### config.mk
export PLATFORM = sky130hd
export DESIGN_NAME = byte_fifo_src_flat
export DESIGN_NICKNAME = d
export VERILOG_FILES = /design/src/rtl/byte_fifo_src_if.sv /design/src/rtl/byte_fifo_src.sv /design/src/flat_wrapper.sv
export SDC_FILE = /design/constraint.sdc
export NUM_CORES = 1
export LEC_CHECK = 0
export ABC_AREA = 0
export BUFFER_PORTS_ARGS = -buffer_cell sky130_fd_sc_hd__buf_2
export CORE_ASPECT_RATIO = 0.8
export CORE_MARGIN = 2
export CORE_UTILIZATION = 65
export CTS_CLUSTER_DIAMETER = 80
export DETAILED_ROUTE_END_ITERATION = 10
export GPL_TIMING_DRIVEN = 0
export PLACE_DENSITY = 0.91
export SLEW_MARGIN = 20
export SYNTH_ARGS = -nofsm -noshare
export SYNTH_HDL_FRONTEND = slang
export SYNTH_SLANG_ARGS = --single-unit
### constraint.sdc
create_clock -name CLK -period 8.65 [get_ports CLK]
set_input_delay 0.865 -clock CLK [delete_from_list [all_inputs] [get_ports CLK]]
set_output_delay 0.865 -clock CLK [all_outputs]
set_load 0.05 [all_outputs]
### src/rtl/byte_fifo_src_if.sv
// Byte FIFO bus: producer write side, consumer read side and status.
// The optional err flag exists only when BYTE_FIFO_ERR_EN is defined.
//
// Handshake: a write is accepted at a rising edge when wr_en is high and
// full is low. A read is accepted at a rising edge when rd_en is high and
// empty is low. The byte read appears on dout one cycle later, and
// dout_valid is high for exactly that cycle.
interface byte_fifo_src_if #(
  parameter int ADDR_W = 4
);
  logic              wr_en;
  logic [7:0]        din;
  logic              rd_en;
  logic [7:0]        dout;
  logic              dout_valid;
  logic              full;
  logic              empty;
  logic [ADDR_W:0]   count;
`ifdef BYTE_FIFO_ERR_EN
  logic              err;
`endif

  // Producer and consumer side: drives requests and observes status.
  modport master (
    output wr_en, din, rd_en,
    input  dout, dout_valid, full, empty, count
`ifdef BYTE_FIFO_ERR_EN
    , input err
`endif
  );

  // FIFO side.
  modport slave (
    input  wr_en, din, rd_en,
    output dout, dout_valid, full, empty, count
`ifdef BYTE_FIFO_ERR_EN
    , output err
`endif
  );
endinterface

### src/rtl/byte_fifo_src.sv
// byte_fifo_src: synchronous 8-bit FIFO that feeds a byte gating stage.
// dout is registered with one cycle of read latency. dout_valid pulses
// once for each accepted read. There is no pass-through when the FIFO is
// full and no fall-through when it is empty.
// Optional macro BYTE_FIFO_ERR_EN adds a sticky overflow/underflow flag
// called err.
module byte_fifo_src #(
  parameter int DEPTH  = 16,
  parameter int ADDR_W = 4
) (
  input  logic             CLK,
  input  logic             RST,
  byte_fifo_src_if.slave   fifo_bus
);
  localparam logic [ADDR_W:0]   LP_DEPTH   = (ADDR_W+1)'(DEPTH);
  localparam logic [ADDR_W:0]   LP_CNT_ONE = (ADDR_W+1)'(1);
  localparam logic [ADDR_W-1:0] LP_PTR_ONE = ADDR_W'(1);

  logic [7:0]        r_mem [DEPTH];
  logic [ADDR_W-1:0] r_wptr;
  logic [ADDR_W-1:0] r_rptr;
  logic [ADDR_W:0]   r_count;
  logic [7:0]        r_dout;
  logic              r_dout_valid;

  logic              w_full;
  logic              w_empty;
  logic              w_wa;
  logic              w_ra;

  // Status is decoded from the registered count, so it never depends on
  // the requests made in the same cycle.
  assign w_full  = (r_count == LP_DEPTH);
  assign w_empty = (r_count == '0);
  assign w_wa    = fifo_bus.wr_en & ~w_full;
  assign w_ra    = fifo_bus.rd_en & ~w_empty;

  assign fifo_bus.dout       = r_dout;
  assign fifo_bus.dout_valid = r_dout_valid;
  assign fifo_bus.full       = w_full;
  assign fifo_bus.empty      = w_empty;
  assign fifo_bus.count      = r_count;

  // Storage write. The contents do not need a reset because reads are
  // gated by count.
  always_ff @(posedge CLK) begin
    if (w_wa) begin
      r_mem[r_wptr] <= fifo_bus.din;
    end
  end

  // Pointers wrap naturally because they are exactly log2(DEPTH) bits wide.
  always_ff @(posedge CLK or posedge RST) begin
    if (RST) begin
      r_wptr <= '0;
      r_rptr <= '0;
    end else begin
      if (w_wa) r_wptr <= r_wptr + LP_PTR_ONE;
      if (w_ra) r_rptr <= r_rptr + LP_PTR_ONE;
    end
  end

  // Occupancy changes only when exactly one side is accepted.
  always_ff @(posedge CLK or posedge RST) begin
    if (RST) begin
      r_count <= '0;
    end else begin
      case ({w_wa, w_ra})
        2'b10:   r_count <= r_count + LP_CNT_ONE;
        2'b01:   r_count <= r_count - LP_CNT_ONE;
        default: r_count <= r_count;
      endcase
    end
  end

  // Registered read port. dout holds its value between reads, and
  // dout_valid marks the single cycle a byte is delivered.
  always_ff @(posedge CLK or posedge RST) begin
    if (RST) begin
      r_dout       <= 8'h00;
      r_dout_valid <= 1'b0;
    end else begin
      r_dout_valid <= w_ra;
      if (w_ra) r_dout <= r_mem[r_rptr];
    end
  end

`ifdef BYTE_FIFO_ERR_EN
  logic r_err;

  // Sticky flag for a write while full or a read while empty.
  // Only reset clears it.
  always_ff @(posedge CLK or posedge RST) begin
    if (RST) begin
      r_err <= 1'b0;
    end else if ((fifo_bus.wr_en & w_full) | (fifo_bus.rd_en & w_empty)) begin
      r_err <= 1'b1;
    end
  end

  assign fifo_bus.err = r_err;
`endif

endmodule

### src/flat_wrapper.sv
// flat-port wrapper written by rule: the top's interface ports become plain ports
module byte_fifo_src_flat 
#(
  parameter int DEPTH  = 16,
  parameter int ADDR_W = 4
)
  (CLK, RST, fifo_bus_wr_en, fifo_bus_din, fifo_bus_rd_en, fifo_bus_dout, fifo_bus_dout_valid, fifo_bus_full, fifo_bus_empty, fifo_bus_count);
  byte_fifo_src_if #(.ADDR_W(ADDR_W)) fifo_bus_i ();
  input  logic CLK;
  input  logic RST;
  input wire logic [$bits(fifo_bus_i.wr_en)-1:0] fifo_bus_wr_en;
  input wire logic [$bits(fifo_bus_i.din)-1:0] fifo_bus_din;
  input wire logic [$bits(fifo_bus_i.rd_en)-1:0] fifo_bus_rd_en;
  output wire logic [$bits(fifo_bus_i.dout)-1:0] fifo_bus_dout;
  output wire logic [$bits(fifo_bus_i.dout_valid)-1:0] fifo_bus_dout_valid;
  output wire logic [$bits(fifo_bus_i.full)-1:0] fifo_bus_full;
  output wire logic [$bits(fifo_bus_i.empty)-1:0] fifo_bus_empty;
  output wire logic [$bits(fifo_bus_i.count)-1:0] fifo_bus_count;
  assign fifo_bus_i.wr_en = fifo_bus_wr_en;
  assign fifo_bus_i.din = fifo_bus_din;
  assign fifo_bus_i.rd_en = fifo_bus_rd_en;
  assign fifo_bus_dout = fifo_bus_i.dout;
  assign fifo_bus_dout_valid = fifo_bus_i.dout_valid;
  assign fifo_bus_full = fifo_bus_i.full;
  assign fifo_bus_empty = fifo_bus_i.empty;
  assign fifo_bus_count = fifo_bus_i.count;
  byte_fifo_src #(.DEPTH(DEPTH), .ADDR_W(ADDR_W)) u_core (.CLK(CLK), .RST(RST), .fifo_bus(fifo_bus_i));
endmodule
==> impl.org, run 1 <==
** Detailed routing
- The routed layout has 3244 vias.
- DR iter-0 viols :: 467
- # DRC :: 0
- DRT Wirelength :: 13200 µm
- Final ANT Viol Nets :: 0
- Before antenna repair, the detailed router went through 9 iterations.
- Using the TritonRoute via totals, the vias-per-cell ratio works out to 6.79.
- After detailed routing, the average wire length per cell comes to 27.5 µm.

** Floorplan
- Core area :: 9040 µm²
- Die Y :: 90.1 µm
- Io pins :: 28
- Site row count :: 31
- Die area :: 10100 µm²
- The die is 112 µm wide.
- For this configuration, the core starts out at a cell density of 0.667.

** Synth
- Of the synthesized area, sequential elements account for 0.729.
- Synthesis produced 304 cells.
- Post-synthesis area per instance :: 19.8 µm²
- Counting distinct cell types in the post-synthesis netlist gives 34.
- Summing every instance area after synthesis gives 6030 µm².
- Counting every net in the synthesized netlist gives 326.
- Yosys warning count :: 0
- Number of synthesized register bits :: 150

** Layout
- The layout has 459 filler cells.
- After the flow finishes, the layout carries non-filler instances totaling 478.
- Total non-filler cell area in the finished layout :: 6990 µm²
- Layout Nets :: 372
- From synthesis to final layout, the design area changed by 15.9%.
- Fraction of final layout cells with drive strength greater than 1 :: 0.262
- The repair_antennas step left the layout with diodes totalling 0.

** Setup path
- Path type of the worst setup path :: reg2reg
- Required time at the worst-slack endpoint :: 8990 ps
- At the worst endpoint, the arrival time is 3430 ps.
- Worst setup EP type :: flop
- STA classifies the critical path startpoint as a flop.
- Critical path peak fanout :: 11

** Pwr
- Overall power consumption after layout is estimated at 2590 µW.
- Summed over all cells, the static leakage comes to 0.00247 µW.
- Cell internal power was estimated by the tool at 1760 µW.
- Of the total power, registers draw 0.375.
- In this run the power spent charging and discharging nets is 836 µW.
- The share of total power dissipated in combinational logic is 0.305.
- For this design the ratio of total power to cell area is 371 nW/µm².
- The share of total power dissipated in the clock network is 0.319.
- Switching part of the total :: 0.323
- Across the VDD grid, the largest voltage drop is 248 µV.

** Global routing
- The first global-routing pass estimated 19800 µm of wire.
- After global routing the overflow that remains totals 0.
- Via count of the first global-routing pass :: 3316
- The initial antenna violation count was 0.
- For this run, global-route usage on met2 was measured as 0.454.
- Global routing's busiest layer :: met2
- Largest net degree at the start of global routing :: 23
- Met3 Track Usage GR :: 0.0877
- In the global route stage, met1 resource usage came out at 0.361.
- For this run, the total global-route usage over all layers was measured as 0.281.

** STA
- Max Clk Rate :: 0.323 GHz
- Worst Max-Slew Pin Slew :: 1100 ps
- Clock skew :: 6.81 ps
- Setup violations remaining at the end of the flow were counted as 0.
- The final hold violation count came to 0.
- Slew HR :: 0.265
- Max-slew violation total from the final report :: 0
- Clock period minus final worst setup slack :: 3090 ps
- Final period utilization :: 0.358
- Setup repair after global routing left no endpoint under its margin.
- Post-Route Setup TNS :: 0 ps

** Place
- At the end of routability-driven placement, the weighted congestion stood at 0.797.
- Once placement completed, the tool counted placed cells totaling 446.
- In this run the cell area measured after placement is 6330 µm².
- Placed wire-length estimate :: 7370 µm
- Input and output buffers added on the ports amount to 27.

** Clocking
- TritonCTS built the clock tree.
- Post-cts hold buffer count :: 0
- CTS built an H-tree with a depth of 4.
- Worst-Skew Late Latency :: 420 ps
- The longest clock path from root to sink contains 2 buffers.
- The number of clock buffers added by TritonCTS is 17.
- After clock tree synthesis, the clock-pin slew on the worst setup and hold paths is 60 ps.
- The clock net in this run drives a total of 150 sinks.
- Number of setup buffers added after CTS :: 0
- CTS Root Cell :: clkbuf_16
- In this run, post-CTS repair resized a total of 0 instances.

** Hold path
- In this run the worst hold path is classified as reg2reg.

** Job
- The tool flagged a number of max-cap violations equal to 0.

** Outcome
- The run finished with clean final reports.
## Yosys cell counts, drive strengths merged
master / number / share of area
a211oi: 1 / 0.0012
a21boi: 1 / 0.0019
a21o: 2 / 0.0025
a21oi: 10 / 0.0083
and2: 1 / 0.0010
buf: 11 / 0.012
clkbuf: 4 / 0.0025
dfrtp: 22 / 0.091
edfxtp: 128 / 0.64
fa: 1 / 0.0033
ha: 9 / 0.019
inv: 4 / 0.0025
mux2: 10 / 0.019
mux2i: 1 / 0.0017
mux4: 32 / 0.13
nand2: 9 / 0.0056
nand2b: 3 / 0.0031
nand4: 2 / 0.0021
nor2: 14 / 0.0087
nor2b: 2 / 0.0021
nor3: 4 / 0.0033
nor4: 1 / 0.0010
o211ai: 1 / 0.0021
o21a: 1 / 0.0012
o21ai: 3 / 0.0025
o22ai: 15 / 0.016
or2: 1 / 0.0010
or4: 1 / 0.0019
xnor2: 8 / 0.012
xor2: 2 / 0.0029
## sequential cells by signal (all words and copies together), names as in the netlist
register	flops
u_core.fifo_bus.dout	8
u_core.r_rptr	4
u_core.fifo_bus.dout_valid	1
u_core.r_mem	128
u_core.fifo_bus.count	5
u_core.r_wptr	4
## placed cells by master (no fill, tap or decap), types with 2 or more instances in the layout
cell | Yosys | layout
dfrtp_1 | 22 | 22
nand4_1 | 2 | 2
o22ai_1 | 15 | 15
nor2b_1 | 2 | 2
ha_1 | 9 | 9
xnor2_1 | 8 | 8
a21o_1 | 2 | 2
buf_2 | 5 | 32
mux2_2 | 10 | 10
clkbuf_16 | 0 | 17
bufinv_16 | 0 | 6
buf_1 | 2 | 2
xor2_1 | 2 | 2
clkbuf_1 | 4 | 7
edfxtp_1 | 128 | 128
o21ai_0 | 3 | 3
nand2_1 | 9 | 9
nor2_1 | 14 | 14
mux4_1 | 20 | 20
buf_6 | 3 | 3
mux4_2 | 12 | 12
nand2b_1 | 3 | 3
nor3_2 | 0 | 4
inv_1 | 4 | 4
clkinv_4 | 0 | 2
clkinv_2 | 0 | 2
a21oi_1 | 10 | 10
## metrics by stage
step                hold slack, ps   util  setup slack, ps
floorplan                      525      -             5590
global placement               547  0.698             5660
detailed placement             564  0.700             5580
CTS                            577  0.773             5560
global route                   630  0.773             5460
finish                         582  0.773             5560
## power by group through the flow
stage	registers, µW	logic (µW)	clock network, µW
2_1_floorplan	1070	472	0
3_3_place_gp	971	729	0
3_5_place_dp	980	760	0
4_1_cts	971	785	834
5_1_grt	982	838	862
6_report	973	791	827
## layout make-up
| cell class | instances | area [µm²] | share of cell area |
|---|---|---|---|
| sequential | 150 | 4390 | 0.629 |
| clock buffer | 20 | 437 | 0.0625 |
| timing repair buffer | 27 | 135 | 0.0193 |
| clock inverter | 12 | 224 | 0.0320 |
| buffer | 15 | 88.8 | 0.0127 |
| multi-input combinational | 135 | 1550 | 0.222 |
| tap | 115 | 144 | 0.0206 |
| inverter | 4 | 15.0 | 0.00215 |
## kinds of logic after synthesis
logic type | count (synthesis) | share of synthesized area
AND/OR/NAND/NOR | 38 | 0.0299
XOR/XNOR | 10 | 0.0145
flip-flops | 150 | 0.729
adder cells (fa/ha/maj) | 10 | 0.0220
buffers and inverters | 19 | 0.0172
multiplexers | 43 | 0.152
AO/OA/AOI/OAI | 34 | 0.0353
## worst max-delay path, cell delays in order (launching register included)
cell and delay [ps]:
dfrtp_1 450, or4_4 590, o21a_1 220, buf_2 220, ha_1 310, fa_1 420, a21o_1 200, a21oi_1 200
mux2i_1 260, xnor2_1 140
## metal layers
layer / part of all wire / routed length, µm / up-vias
met3: 0.10 / 1330 / 34
met4: 0.027 / 359 / 0
met1: 0.37 / 4900 / 1654
met5: 0 / 0 / -
met2: 0.50 / 6570 / 220
li1: - / - / 1336
## final timing paths
kind / cells after the start / slack [ps] / from / endpoint
setup / recovery: 9 / 5560 / u_core.fifo_bus.count[0] / u_core.fifo_bus.count[4]
hold / removal: 2 / 580 / u_core.fifo_bus.count[3] / u_core.fifo_bus.count[3]
setup reg to reg: 9 / 5560 / u_core.fifo_bus.count[0] / u_core.fifo_bus.count[4]
hold reg to reg: 2 / 580 / u_core.fifo_bus.count[3] / u_core.fifo_bus.count[3]
max in group asynchronous: 2 / 7510 / RST / u_core.fifo_bus.count[4]
min in group asynchronous: 2 / 610 / RST / u_core.fifo_bus.dout_valid
(Power assumes the default switching activity.)
==> run 2: changes to the inputs <==
--- a/config.mk
+++ b/config.mk
@@ -9,11 +9,11 @@
 export BUFFER_PORTS_ARGS = -buffer_cell sky130_fd_sc_hd__buf_2
 export CORE_ASPECT_RATIO = 0.8
 export CORE_MARGIN = 2
-export CORE_UTILIZATION = 65
+export CORE_UTILIZATION = 61
 export CTS_CLUSTER_DIAMETER = 80
 export DETAILED_ROUTE_END_ITERATION = 10
 export GPL_TIMING_DRIVEN = 0
-export PLACE_DENSITY = 0.91
+export PLACE_DENSITY = 0.86
 export SLEW_MARGIN = 20
 export SYNTH_ARGS = -nofsm -noshare
 export SYNTH_HDL_FRONTEND = slang
==> constraint.sdc (replaced) <==
create_clock -name CLK -period 2.9 [get_ports CLK]
set_input_delay 0.29 -clock CLK [delete_from_list [all_inputs] [get_ports CLK]]
set_output_delay 0.29 -clock CLK [all_outputs]
set_load 0.05 [all_outputs]
==> run 2 against run 1 <==
Clock skew rose by 3.3 ps. Largest power group unchanged. Fmax up 9.9%. Highest routed layer unchanged. Sequential share of layout area up 0.38 points. Critical path type unchanged.
==> impl.org, run 2 (synthesis results as in run 1) <==
** Outcome
- Result of the run :: finished, final reports clean (unchanged)

** STA
- Clock skew :: 10.1 ps (was 6.81 ps)
- The final number of setup-violating endpoints is 0 (unchanged).
- The final max-slew violation count was 0 (unchanged).
- Final period utilization :: 0.970 (was 0.358)
- RSZ-0062 raised after global routing :: false (unchanged)
- The transition at the pin with the smallest max-transition slack is 1070 ps (was 1100 ps).
- The worst-case hold slack is 44.6 ps (was 582 ps).
- The worst slew slack as a fraction of its limit was 0.285 (was 0.265).
- The final hold violation count was 0 (unchanged).
- Max Clk Rate :: 0.355 GHz (was 0.323 GHz)
- Clock period minus final worst setup slack :: 2810 ps (was 3090 ps)

** Setup path
- The required time reported for the critical path endpoint came to 3240 ps (was 8990 ps).
- The data arrival time of the critical path is 3160 ps (was 3430 ps).
- Critical path peak fanout :: 11 (unchanged)
- Worst setup EP type :: flop (unchanged)
- Worst stage delay on the critical path :: 540 ps (was 590 ps)
- Critical Path Slowest Stage Cell :: or4_4 (unchanged)
- Worst-path cell chain: or4_4, o21a_1, buf_6, ha_4, fa_1, a21o_1, a21oi_2, mux2i_1, xnor2_1 (was or4_4, o21a_1, buf_2, ha_1, fa_1, a21o_1, a21oi_1, mux2i_1, xnor2_1).
- Number of buffer and inverter stages on the critical path :: 1 (unchanged)
- The startpoint class of the critical path is a flop (unchanged).
- The kind of cell adding the most delay to the critical path is adder cells (unchanged).
- The classification of the worst setup path was reg2reg (unchanged).

** Detailed routing
- The final wirelength was 13000 µm (was 13200 µm).
- The number of vias per cell after detailed routing came to 6.69 (was 6.79).
- Final ANT Viol Nets :: 0 (unchanged)
- The DRC marker count from the first detailed-route iteration is 358 (was 467).
- The remaining design rule violation count is 0 (unchanged).
- The length of the first detailed-routing pass in iterations came to 5 (was 9).
- The via count of the routed design is 3231 (was 3244).
- Mean routed wirelength per cell :: 26.9 µm (was 27.5 µm)

** Place
- Post-placement cell area :: 6340 µm² (was 6330 µm²)
- The total half-perimeter wirelength after legalization and detailed placement came to 7350 µm (was 7370 µm).
- Gpl congestion :: 0.802 (was 0.797)
- Port buffer count :: 27 (unchanged)

** Layout
- The final cell utilization of the core is 0.724 (was 0.773).
- Most used cells in the layout excluding fill and tap cells :: 128 x edfxtp_1, 31 x buf_2, 20 x mux4_1, 19 x dfrtp_1, 17 x clkbuf_16 (was 128 x edfxtp_1, 32 x buf_2, 22 x dfrtp_1, 20 x mux4_1, 17 x clkbuf_16)
- The area added between synthesis and finish came to 15.3% (was 15.9%).
- The total inserted antenna cells was 0 (unchanged).
- Total non-filler cell area in the finished layout :: 6950 µm² (was 6990 µm²)
- Number of flip-flops under the largest register name :: 128 (unchanged)
- Biggest register :: u_core.r_mem (unchanged)
- Commonest non-fill, non-tap cell in the layout :: edfxtp_1 (unchanged)
- The number of nets in the layout came to 373 (was 372).
- The fraction of layout cells with a size suffix above 1 is 0.275 (was 0.262).

** Pwr
- The overall power consumption came to 7510 µW (was 2590 µW).
- Portion of total power attributed to the clock network :: 0.293 (was 0.319)
- The combinational fraction of design power is 0.323 (was 0.305).
- The proportion of power drawn by flip-flops and latches is 0.384 (was 0.375).
- The peak ir drop on the vdd network is 602 µV (was 248 µV).
- Static leakage :: 0.00244 µW (was 0.00247 µW)
- The net switching power figure is 2520 µW (was 836 µW).
- The share of total power consumed by net switching was 0.335 (was 0.323).
- PwrDens :: 1080 nW/µm² (was 371 nW/µm²)
- The internal power of the cells came to 4990 µW (was 1760 µW).

** Global routing
- The initial antenna violation count is 0 (unchanged).
- GRT Overall Usage :: 0.271 (was 0.281)
- Via count of the first global-routing pass :: 3286 (was 3316)
- The largest net degree at the start of global routing came to 23 (unchanged).
- Total global routing overflow :: 0 (unchanged)
- Wire length of the first global-routing pass :: 19800 µm (about the same)

** Clocking
- Worst-Skew Late Latency :: 430 ps (was 420 ps)
- Number of clock sinks :: 150 (unchanged)
- Clock buffer count from CTS :: 17 (unchanged)
- The number of buffers inserted for hold repair after clock tree synthesis is 0 (unchanged).
- The CTS tree was built (unchanged).
- CTS Root Cell :: clkbuf_16 (unchanged)
- Clock input transition at the sequential cells of the worst setup and hold paths :: 60 ps (about the same)
- Level count of the clock H-tree :: 4 (unchanged)
- Max Root-Sink Buffers :: 2 (unchanged)

** Floorplan
- Io pins :: 28 (unchanged)
- Site row count :: 32 (was 31)
- Die outline width :: 115 µm (was 112 µm)
- Die Y :: 92.9 µm (was 90.1 µm)
- Die area :: 10700 µm² (was 10100 µm²)
- The area of the core is 9610 µm² (was 9040 µm²).
- The initial standard-cell utilization of the core is 0.627 (was 0.667).

** Hold path
- The type of the tightest min-delay check was in2async (was reg2reg).

** Job
- The reported max-cap violation count is 0 (unchanged).
run 2: power groups by stage:
stage	combinational, µW	clock (µW)	sequential (µW)
6_report	2430	2200	2880
5_1_grt	2590	2290	2910
2_1_floorplan	1410	0	3190
4_1_cts	2390	2200	2880
3_5_place_dp	2280	0	2920
3_3_place_gp	2200	0	2900
run 2: area by class of cell:
cell class / instances / area, µm²
Fill cell: 541 / 2660
Tap cell: 119 / 149
Multi-Input combinational cell: 135 / 1570
Inverter: 4 / 15.0
Buffer: 15 / 95.1
Clock inverter: 15 / 160
Timing Repair Buffer: 28 / 143
Sequential cell: 150 / 4400
Clock buffer: 17 / 425
run 2: worst paths after layout:
kind,start,end,slack (ps),depth (start not counted)
worst max-delay path,u_core.fifo_bus.count[1],u_core.fifo_bus.count[4],90,9
worst min-delay path,RST,u_core.r_rptr[2],40,2
worst max register to register,u_core.fifo_bus.count[1],u_core.fifo_bus.count[4],90,9
worst min register to register,u_core.fifo_bus.count[2],u_core.fifo_bus.count[2],570,2
max in group asynchronous,RST,u_core.fifo_bus.count[2],2250,2
min in group CLK,fifo_bus_din[0],u_core.r_mem[9][0],250,1
run 2: per-layer routing:
layer / vias to the layer above / GRT usage / wire [µm]
li1: 1334 / - / -
met1: 1640 / 0.347 / 4840
met2: 206 / 0.441 / 6530
met3: 51 / 0.0825 / 1180
met4: 0 / 0.103 / 427
met5: - / 0 / 0
run 2: through the flow:
| stage | setup TNS [ps] | setup WS [ps] | cells |
|---|---|---|---|
| CTS | 0 | 45.6 | 483 |
| global placement | -8.00 | -8.00 | 450 |
| floorplan | 0 | 12.3 | 304 |
| finish | 0 | 85.9 | 483 |
| global route | 0 | 4.58 | 483 |
| detailed placement | -42.1 | -42.1 | 450 |
run 2: worst reg2reg max path, delay by kind of cell (launching register included):
family                     cells  cell delay [ps]
buffers and inverters          1              170
muxes                          1              250
xor gates and xnor gates       1              150
DFF                            1              440
adders and majority gates      2              590
and+or+nand+nor                1              540
AOI/OAI and AO/OA              3              580
run 2: what timing repair did:
action,CTS,global route
setup buffers,1,0
hold endpoints to repair,0,0
setup endpoints to repair,1,1
gates resized for setup,2,2
